<file path="src/rtl/fetch_unit.sv">
// -----------------------------------------------------------------------------
// fetch_unit
//
// Instruction fetch stage feeding issue. Holds the PC, keeps at most one
// request outstanding to the instruction cache, predecodes each returned word
// to pick the next PC, and queues {inst, pc, pred} for the back end. The queue
// head is offered to issue every cycle the back end can take it. A flush from
// ROB commit empties the queue and redirects the PC.
//
// Optional feature: define FETCH_BHT_EN for a 2-bit saturating-counter branch
// history table. Without it, conditional branches are predicted not-taken and
// the bp_* inputs are ignored.
//
// Parameters
//   IQ_LOG   log2 of instruction-queue depth
//   BHT_LOG  log2 of BHT entries (FETCH_BHT_EN only)
//
// Ports
//   clk, rst            clock (rising edge), synchronous active-low reset
//   rdy                 global ready; low freezes all state
//   icache_req/addr     request valid and fetch address (the PC register)
//   icache_valid/inst   one-cycle response strobe and returned word
//   backend_full        issue cannot accept an instruction this cycle
//   inst_valid          head entry offered and consumed this cycle
//   inst/pc/pred_to_issue  head entry fields
//   flush, flush_pc     redirect from ROB commit
//   bp_update/pc/taken  resolved branch outcome for the BHT
// -----------------------------------------------------------------------------
module fetch_unit #(
  parameter int IQ_LOG  = 3,
  parameter int BHT_LOG = 6
) (
  input  logic        clk,
  input  logic        rst,
  input  logic        rdy,
  output logic        icache_req,
  output logic [31:0] icache_addr,
  input  logic        icache_valid,
  input  logic [31:0] icache_inst,
  input  logic        backend_full,
  output logic        inst_valid,
  output logic [31:0] inst_to_issue,
  output logic [31:0] pc_to_issue,
  output logic        pred_to_issue,
  input  logic        flush,
  input  logic [31:0] flush_pc,
  input  logic        bp_update,
  input  logic [31:0] bp_pc,
  input  logic        bp_taken
);

  localparam int IQ_DEPTH = 1 << IQ_LOG;
  localparam logic [IQ_LOG:0] IQ_FULL = (IQ_LOG+1)'(IQ_DEPTH);

  localparam logic [6:0] OP_JAL    = 7'b1101111;
  localparam logic [6:0] OP_BRANCH = 7'b1100011;

  typedef enum logic [1:0] {
    S_IDLE,
    S_REQ,
    S_DROP
  } state_t;

  typedef struct packed {
    logic [31:0] inst;
    logic [31:0] pc;
    logic        pred;
  } iq_entry_t;

  iq_entry_t          iq [IQ_DEPTH];
  logic [IQ_LOG-1:0]  head;
  logic [IQ_LOG-1:0]  tail;
  logic [IQ_LOG:0]    count;
  logic [31:0]        pc;
  state_t             state;
  logic               req_q;

  logic               push;
  logic               pop;
  logic               br_taken;
  logic [6:0]         opcode;
  logic [31:0]        j_imm;
  logic [31:0]        b_imm;
  logic [31:0]        next_pc;
  logic               next_pred;

  // ---------------------------------------------------------------------------
  // Branch direction source
  // ---------------------------------------------------------------------------
`ifdef FETCH_BHT_EN
  logic [1:0] bht [1 << BHT_LOG];

  assign br_taken = bht[pc[BHT_LOG+1:2]][1];

  always_ff @(posedge clk) begin
    if (!rst) begin
      for (int i = 0; i < (1 << BHT_LOG); i++) bht[i] <= 2'b01;
    end else if (rdy && bp_update) begin
      if (bp_taken) begin
        if (bht[bp_pc[BHT_LOG+1:2]] != 2'b11)
          bht[bp_pc[BHT_LOG+1:2]] <= bht[bp_pc[BHT_LOG+1:2]] + 2'b01;
      end else begin
        if (bht[bp_pc[BHT_LOG+1:2]] != 2'b00)
          bht[bp_pc[BHT_LOG+1:2]] <= bht[bp_pc[BHT_LOG+1:2]] - 2'b01;
      end
    end
  end

  // Only the index bits of bp_pc select a counter.
  logic unused_bp;
  assign unused_bp = ^{bp_pc[31:BHT_LOG+2], bp_pc[1:0]};
`else
  assign br_taken = 1'b0;

  logic unused_bp;
  assign unused_bp = ^{bp_update, bp_pc, bp_taken};
`endif

  // ---------------------------------------------------------------------------
  // Predecode of the returned word
  // ---------------------------------------------------------------------------
  assign opcode = icache_inst[6:0];
  assign j_imm  = {{11{icache_inst[31]}}, icache_inst[31], icache_inst[19:12],
                   icache_inst[20], icache_inst[30:21], 1'b0};
  assign b_imm  = {{19{icache_inst[31]}}, icache_inst[31], icache_inst[7],
                   icache_inst[30:25], icache_inst[11:8], 1'b0};

  // NOTE: every output gets a default first so no path leaves it unassigned,
  // which would otherwise infer a latch.
  always_comb begin
    next_pc   = pc + 32'd4;
    next_pred = 1'b0;
    if (opcode == OP_JAL) begin
      next_pc   = pc + j_imm;
      next_pred = 1'b1;
    end else if (opcode == OP_BRANCH && br_taken) begin
      next_pc   = pc + b_imm;
      next_pred = 1'b1;
    end
  end

  // ---------------------------------------------------------------------------
  // Issue interface
  // ---------------------------------------------------------------------------
  assign inst_valid    = rst && rdy && (count != '0) && !backend_full && !flush;
  assign inst_to_issue = iq[head].inst;
  assign pc_to_issue   = iq[head].pc;
  assign pred_to_issue = iq[head].pred;

  assign icache_req  = req_q;
  assign icache_addr = pc;

  assign push = (state == S_REQ) && icache_valid;
  assign pop  = inst_valid;

  // ---------------------------------------------------------------------------
  // PC, FSM and queue
  // ---------------------------------------------------------------------------
  // NOTE: all state here uses non-blocking assignment so every register
  // samples pre-edge values regardless of statement order.
  always_ff @(posedge clk) begin
    if (!rst) begin
      pc    <= '0;
      state <= S_IDLE;
      req_q <= 1'b0;
      head  <= '0;
      tail  <= '0;
      count <= '0;
      // NOTE: queue storage is reset so the head outputs read zero out of
      // reset rather than X; with 8 entries the cost is negligible.
      for (int i = 0; i < IQ_DEPTH; i++) iq[i] <= '0;
    end else if (rdy) begin
      if (flush) begin
        // Redirect wins over any push, pop or normal transition.
        head  <= '0;
        tail  <= '0;
        count <= '0;
        pc    <= flush_pc;
        req_q <= 1'b0;
        // A request still in flight must have its response swallowed.
        if (state == S_REQ && !icache_valid) state <= S_DROP;
        else                                 state <= S_IDLE;
      end else begin
        if (push) begin
          iq[tail] <= '{inst: icache_inst, pc: pc, pred: next_pred};
          tail     <= tail + 1'b1;
        end
        if (pop) head <= head + 1'b1;

        case ({push, pop})
          2'b10:   count <= count + 1'b1;
          2'b01:   count <= count - 1'b1;
          default: count <= count;
        endcase

        case (state)
          S_IDLE: begin
            if (count != IQ_FULL) begin
              state <= S_REQ;
              req_q <= 1'b1;
            end
          end
          S_REQ: begin
            if (icache_valid) begin
              pc    <= next_pc;
              state <= S_IDLE;
              req_q <= 1'b0;
            end
          end
          S_DROP: begin
            if (icache_valid) state <= S_IDLE;
          end
          default: begin
            state <= S_IDLE;
            req_q <= 1'b0;
          end
        endcase
      end
    end
  end

endmodule

</file>
<file path="config.mk">
export PLATFORM = sky130hd
export DESIGN_NAME = fetch_unit
export DESIGN_NICKNAME = d
export VERILOG_FILES = /design/src/rtl/fetch_unit.sv
export SDC_FILE = /design/constraint.sdc
export NUM_CORES = 1
export LEC_CHECK = 0
export CORE_AREA = 2 2 260 262
export DETAILED_ROUTE_END_ITERATION = 12
export DIE_AREA = 0 0 262 264
export PLACE_DENSITY_LB_ADDON = 0.1
export SLEW_MARGIN = 25
export SYNTH_ARGS = -nofsm -noshare
export SYNTH_HDL_FRONTEND = slang
export SYNTH_SLANG_ARGS = --single-unit
</file>
<file path="constraint.sdc">
create_clock -name clk -period 8.45 [get_ports clk]
set_input_delay 1.69 -clock clk [delete_from_list [all_inputs] [get_ports clk]]
set_output_delay 1.69 -clock clk [all_outputs]
set_load 0.05 [all_outputs]
</file>
# Word level (Yosys, flattened, before mapping)
# Memory sizes are Yosys's and may differ from the RTL's. A register that Yosys moved wholly into a read port is not among the register bits.
# Cells that the tools add are included.
# word_totals
regBits	45
ram_bits	520
input_bits	104
out_inout_bits	99
memories	1
# mem_list
memory	depth	word_bits	read_ports	rd_ports_with_merged_regs	wr	line	text
iq	8	65	1	1	8	70	iq_entry_t iq [IQ_DEPTH];
# op_classes
addsub	6
eq_ne	10
n_mux	31
n_reduce_logical	24
# ops
operator	count
32-bit 2-to-1 mux	4
65-bit 2-to-1 mux	1
65-bit OR reduction	1
32-bit by 3-bit adder with 32-bit output (second input constant)	1
32-bit adder	1
3-bit 2-to-1 mux	7
1-bit 2-to-1 mux	11
2-bit 2-to-1 mux	4
4-bit case mux with 2 select lines	1
2-bit nonzero test	4
7-bit == test (second input constant)	1
3-bit by 1-bit adder with 3-bit output (second input constant)	2
1-bit logical AND	6
3-bit != test (second input constant)	2
2-bit AND reduction	3
3-bit AND reduction	2
4-bit by 1-bit adder with 4-bit output (second input constant)	1
2-bit by 1-bit == test with 1-bit output (second input constant)	2
2-bit == test (second input constant)	2
4-bit 2-to-1 mux	1
4-bit != test (second input constant)	1
2-bit case mux with 2 select lines	1
4-bit AND reduction	1
4-bit nonzero test	1
8 further kinds	10

# Longest topological paths before layout
# Gate-level depths: netlist (run 1).
# depth
ltp_word	9
depth_mapped	12

# Worst setup path before layout (run 1)
# Ideal clock, no wire load.
# synth_timing
path_type	input port to flip-flop
from	in rdy
to	mem iq[7][0] (netlist bit) (enable)
arrival_time_ns	7.478
required_ns	7.872
path_slack_ns	0.394
stages	8
n_path_buf	3
cell_sequence	buf_2 nand3_2 or2_2 clkbuf_1 nor2_1 nand2_2 clkbuf_1 o21ai_0
# synth_rtl
element	line	text
from (decl)	35	input logic rdy,
to (decl)	70	

# Final worst setup path (run 1)
# layout_timing
from	in rdy
to	out inst_valid
# layout_between
elab_chain_cells	4
# layout_lines
element	line	text
1-bit logical AND (4 in series)	145	assign inst_valid = rst && rdy && (count != '0) && !backend_full && !flush;
to (decl)	41	output logic inst_valid,
# Every way passes these cells.

==> reports/qor.txt, run 1 <==
max-cap viol count -> 0
Least-Margin Pin Slew -> 971 ps
ys async rst share -> 0
FF+latch area -> 16600 µm²
area used by multi-input combinational logic -> 10600 µm²
DRC viols -> 0
worst skew pair latency -> 600 ps
TritonCTS Buffers -> 67
CTS tree -> done
Tcrit/Tclk final -> 0.661
post-route setup slack -> 2860 ps
global-route wire length before repair -> 117000 µm
die area -> 69200 µm²
pwr/cell area -> 200 nW/µm²
RSZ-0062 raised after global routing -> no
critical path peak fanout -> 17
Worst path slowest cell -> clkdlybuf4s50_1
Post-DP Area -> 30300 µm²
All-Layer GR Usage -> 0.235
die extent in y -> 264 µm
GP Congestion -> 0.850
Max transition margin -> 0.353
Synth Flop Type -> edfxtp_1
port buffer count -> 168
Final ANT Viol Nets -> 0
synthesized area per cell -> 13.8 µm²
total chip power -> 6480 µW
Setup crit start kind -> input port
Slew Limit Fails -> 0
Initial DRC Count -> 1169
initial antenna violation count -> 0
Distinct cells, synth -> 73
core area -> 66600 µm²
crit-path cells -> clkdlybuf4s50_1 -> buf_4 -> nand2_1 -> nor4_1 -> clkdlybuf4s50_1
Mapped Cells -> 2011
pin count of the biggest net entering global routing -> 86
number of synthesized flops with an enable pin -> 520
Crit Path Class -> in2out
Place WS -> 2550 ps
vias per cell -> 5.61
Crit path largest cell delay -> 910 ps
layout cells sized above 1 -> 0.168
Hold WC Path Type -> reg2reg
most used cell along the critical path -> clkdlybuf4s50_1
post-synthesis sequential area ratio -> 0.598
FF+latch count, synth -> 568
worst vdd ir -> 0.000122 V
Post-Route WL -> 80200 µm
leak pwr -> 0.0114 µW
clock skew -> 22.1 ps
status -> completed
synthesized cell area -> 27700 µm²
level count of the clock H-tree -> 3
root buffer cell -> clkbuf_16
hold_buf cts -> 0
PostCTS Resize Cnt -> 0
detailed-route via count -> 17100
min cycle time layout -> 5590 ps
Num Clock Sinks -> 568
clock-pin slew on the worst setup and hold paths -> 50 ps
maximum clock frequency -> 179 MHz
WP data required -> 6760 ps
syn nets -> 2155
grt ovf -> 0
Fillers -> 5773
synth warn -> 0
Setup TNS Final -> 0 ps
cell area after layout -> 32400 µm²
die width -> 262 µm
final hold vios -> 0
starting density of the core -> 0.416
Final nets -> 2269
Post-CTS Setup Bufs -> 0
post-DR wirelength/cell -> 26.3 µm
vias in the first global route -> 17600
critical path capture point type -> output pin
# setup viols final -> 0
I/O pins -> 203
Detailed Place HPWL -> 46200 µm
Clock Path Buffers -> 3
critical path arrival -> 3900 ps
area grow syn2layout -> 17.0%
Pre-antenna DRT Iters -> 5
Core Rows -> 95
==> logic make-up (layout without fill, tap and decap cells) <==
logic type | count (synthesis) | in the layout | synth area share
other | 0 | 2 | 0
AOI/OAI and AO/OA | 198 | 198 | 0.0453
DFF | 568 | 568 | 0.598
muxes | 202 | 202 | 0.135
and+or+nand+nor | 773 | 773 | 0.162
buffers and inverters | 179 | 339 | 0.0251
adders and majority gates | 40 | 40 | 0.0186
xor gates and xnor gates | 51 | 51 | 0.0161
==> final cells by class <==
cell class / instances / share of cell area
inverters: 18 / 0.00208
diodes: 2 / 0.000154
clock buffers: 79 / 0.0544
repair buffers: 206 / 0.0634
well taps: 873 / 0.0337
clock inverters: 36 / 0.00884
multi-input cells: 1264 / 0.326
flip-flops and latches: 568 / 0.512
==> per-layer routing <==
| metal | GRT usage | part of all wire |
|---|---|---|
| met1 | 0.311 | 0.42 |
| met2 | 0.388 | 0.49 |
| met4 | 0.0767 | 0.025 |
| met5 | 0 | 0 |
| met3 | 0.0441 | 0.058 |
==> per-stage QoR <==
| step | utilization | cells | hold WS [ps] |
|---|---|---|---|
| after CTS | 0.486 | 3041 | 514 |
| after global routing | 0.487 | 3044 | 552 |
| after floorplan | - | 2011 | 471 |
| after global placement | 0.455 | 2925 | 489 |
| after detailed placement | 0.455 | 2926 | 505 |
| final | 0.487 | 3046 | 515 |
==> sequential cells by signal (all words and copies together) (netlist names), named ones only <==
name / flops
iq: 520
icache_addr: 32
count: 4
head: 3
tail: 3
state: 2
icache_req: 1
==> cells in the final DEF, fill, tap and decap left out, types with 45 or more instances in the layout <==
| cell type | synthesis | layout |
|---|---|---|
| clkdlybuf4s50_1 | 0 | 167 |
| nand2_1 | 60 | 58 |
| a21oi_1 | 65 | 65 |
| clkbuf_16 | 0 | 69 |
| mux2_2 | 66 | 66 |
| and2_1 | 476 | 475 |
| edfxtp_1 | 520 | 520 |
| dfxtp_1 | 48 | 45 |
| mux4_2 | 130 | 130 |
| nor2_1 | 74 | 71 |
==> worst max-delay path, delay by kind of cell <==
family,cells,cell delay [ps]
buffers and inverters,3,1640
and+or+nand+nor,2,540
==> power breakdown <==
part | switching, µW | internal (µW) | leakage, µW
logic | 331 | 185 | 0.00463
clock network | 1160 | 1590 | 0.000996
registers | 68.2 | 3150 | 0.00576
total | 1550 | 4920 | 0.0114
==> cell usage after synthesis, types with 3 or more instances <==
cell type    n  area share
nor3_1      45      0.0081
edfxtp_1   520        0.56
a211oi_1    18      0.0049
o211ai_1     8      0.0022
a21o_1      13      0.0035
buf_2       12      0.0022
o22ai_1      4     0.00090
a21boi_0     5      0.0014
nor2_1      74       0.010
nand4_1     12      0.0027
nand3_1     19      0.0034
nand3b_1     4      0.0011
nor4_1      24      0.0054
nand2b_1    16      0.0036
a21oi_1     65       0.012
ha_1        38       0.017
nor2b_1      7      0.0016
xor2_1      15      0.0047
o21ai_0     37      0.0067
a31oi_1     10      0.0023
and2_1     476        0.11
and3_1      11      0.0025
or3_1        3     0.00068
clkbuf_1   134       0.018
inv_1       14      0.0019
clkinv_1     3     0.00041
a221oi_1     6      0.0019
o21ai_1      3     0.00054
dfxtp_1     48       0.035
nor3b_1      5      0.0014
buf_1       14      0.0019
mux4_2     130        0.11
mux2i_1      6      0.0022
o21bai_1     7      0.0019
mux2_2      66       0.027
xnor2_1     36       0.011
nand2_1     60      0.0081
==> final timing paths <==
kind	slack (ps)	from	endpoint	cells after the start
worst max-delay path	2860	rdy	inst_valid	5
worst min-delay path	520	count[3]	count[3]	2
worst max register to register	4320	state[1]	iq[1][27]	9
worst min register to register	520	count[3]	count[3]	2
Power figures use the tool's default switching activity.
==> inputs of run 2 (changes only) <==
clock period = 5.9 ns   (was 8.45 ns; I/O delays follow)
==> reports/qor.txt, run 2 (same netlist as run 1, synthesis figures left out) <==
GP Congestion -> 0.918
port buffer count -> 168
PostCTS Resize Cnt -> 0
Final nets -> 2272
R2R Setup Slk -> 2310 ps
die extent in y -> 264 µm
layout cells sized above 1 -> 0.168
Pre-antenna DRT Iters -> 5
worst vdd ir -> 0.000229 V
Least-Margin Pin Slew -> 1010 ps
vias in the first global route -> 17700
die area -> 69200 µm²
min cycle time layout -> 4580 ps
pwr/cell area -> 285 nW/µm²
CTS tree -> done
Post-CTS Setup Bufs -> 0
Slew Limit Fails -> 0
Largest register FFs -> 520
initial antenna violation count -> 2
core area -> 66600 µm²
vias per cell -> 5.66
pin count of the biggest net entering global routing -> 66
worst skew pair latency -> 630 ps
Final ANT Viol Nets -> 0
Core Rows -> 95
Post-Route WL -> 81600 µm
Crit Path Class -> reg2out
# setup viols final -> 0
Antenna diodes -> 0
Fillers -> 5771
Tcrit/Tclk final -> 0.776
Max transition margin -> 0.326
Largest Register -> iq
Min Hold Slack -> 523 ps
critical path capture point type -> output pin
crit-path leading delay family -> buffers and inverters
maximum clock frequency -> 218 MHz
status -> completed
Num Clock Sinks -> 568
area grow syn2layout -> 17.2%
Setup crit start kind -> flop
clock skew -> 22.9 ps
I/O pins -> 203
detailed-route via count -> 17300
critical path peak fanout -> 38
Detailed Place HPWL -> 47000 µm
Post-DP Area -> 30500 µm²
max-cap viol count -> 0
hold_buf cts -> 0
final hold vios -> 0
most frequent cells in the layout -> edfxtp_1 (520), and2_1 (475), clkdlybuf4s50_1 (166)
clock-pin slew on the worst setup and hold paths -> 60 ps
RSZ-0062 raised after global routing -> no
starting density of the core -> 0.416
commonest non-fill, non-tap cell in the layout -> edfxtp_1
leak pwr -> 0.0114 µW
level count of the clock H-tree -> 2
cell area after layout -> 32500 µm²
critical path arrival -> 3400 ps
Worst path slowest cell -> dfxtp_4
All-Layer GR Usage -> 0.238
global-route wire length before repair -> 120000 µm
Crit path largest cell delay -> 720 ps
die width -> 262 µm
TritonCTS Buffers -> 61
crit-path cells -> buf_12 -> mux4_2 -> mux2_2 -> clkdlybuf4s50_1
WP data required -> 4720 ps
DRC viols -> 0
Initial DRC Count -> 1307
Buf/Inv on CP -> 2
Hold WC Path Type -> reg2reg
post-DR wirelength/cell -> 26.8 µm
Clock Path Buffers -> 3
total chip power -> 9240 µW
root buffer cell -> clkbuf_16
grt ovf -> 0
run 2: cell types whose count changed in the layout (fill, tap and decap cells not counted), moves of 3 or more:
cell / change
clkbuf_8: +7
clkbuf_16: -6
buf_4: +7
clkbuf_1: +10
clkinv_2: -4
bufinv_16: +3
clkinvlp_4: -3
clkinv_1: -5
buf_12: +6
run 2: where the power goes:
| part | switching [µW] | total (µW) | internal (µW) | leakage, µW |
|---|---|---|---|---|
| sequential | 98.3 | 4610 | 4520 | 0.00576 |
| combinational | 477 | 748 | 271 | 0.00468 |
| clock | 1580 | 3880 | 2290 | 0.000976 |
run 2: cell type report:
| class | count | area, µm² | area share |
|---|---|---|---|
| clock buffer | 90 | 1750 | 0.0539 |
| clock inverter | 22 | 256 | 0.00790 |
| inverter | 18 | 67.6 | 0.00208 |
| multi-input combinational | 1264 | 10600 | 0.325 |
| sequential | 568 | 16600 | 0.511 |
| tap | 873 | 1090 | 0.0337 |
| timing repair buffer | 215 | 2150 | 0.0663 |
run 2: worst paths after layout:
kind                                     start         endpoint  cells after the start
worst max-delay path                      flop  pc_to_issue[15]                      4
worst min-delay path                  count[3]         count[3]                      2
worst max register to register  icache_addr[2]  icache_addr[25]                     11
worst min register to register        count[3]         count[3]                      2
run 2: per-stage QoR:
step                      std cells  worst slack (ps)   util  setup TNS [ps]
after global placement         2938              1290  0.457               0
after CTS                      3050              1230  0.488               0
after floorplan                2011             -1650      -         -321010
after detailed placement       2938              1250  0.457               0
final                          3050              1320  0.488               0
after global routing           3050              1160  0.488               0
run 2: layer usage:
metal	vias up	routed length [µm]	track usage
met5	-	0	0
met4	0	1930	0.0600
met3	119	4680	0.0344
met2	545	39600	0.393
met1	8896	35400	0.331
li1	7698	-	-
run 2: tightest hold or removal path, stage by stage, from the launching register on:
cell and delay (ps):
dfxtp_1 330, o21ai_0 80, a21oi_1 60
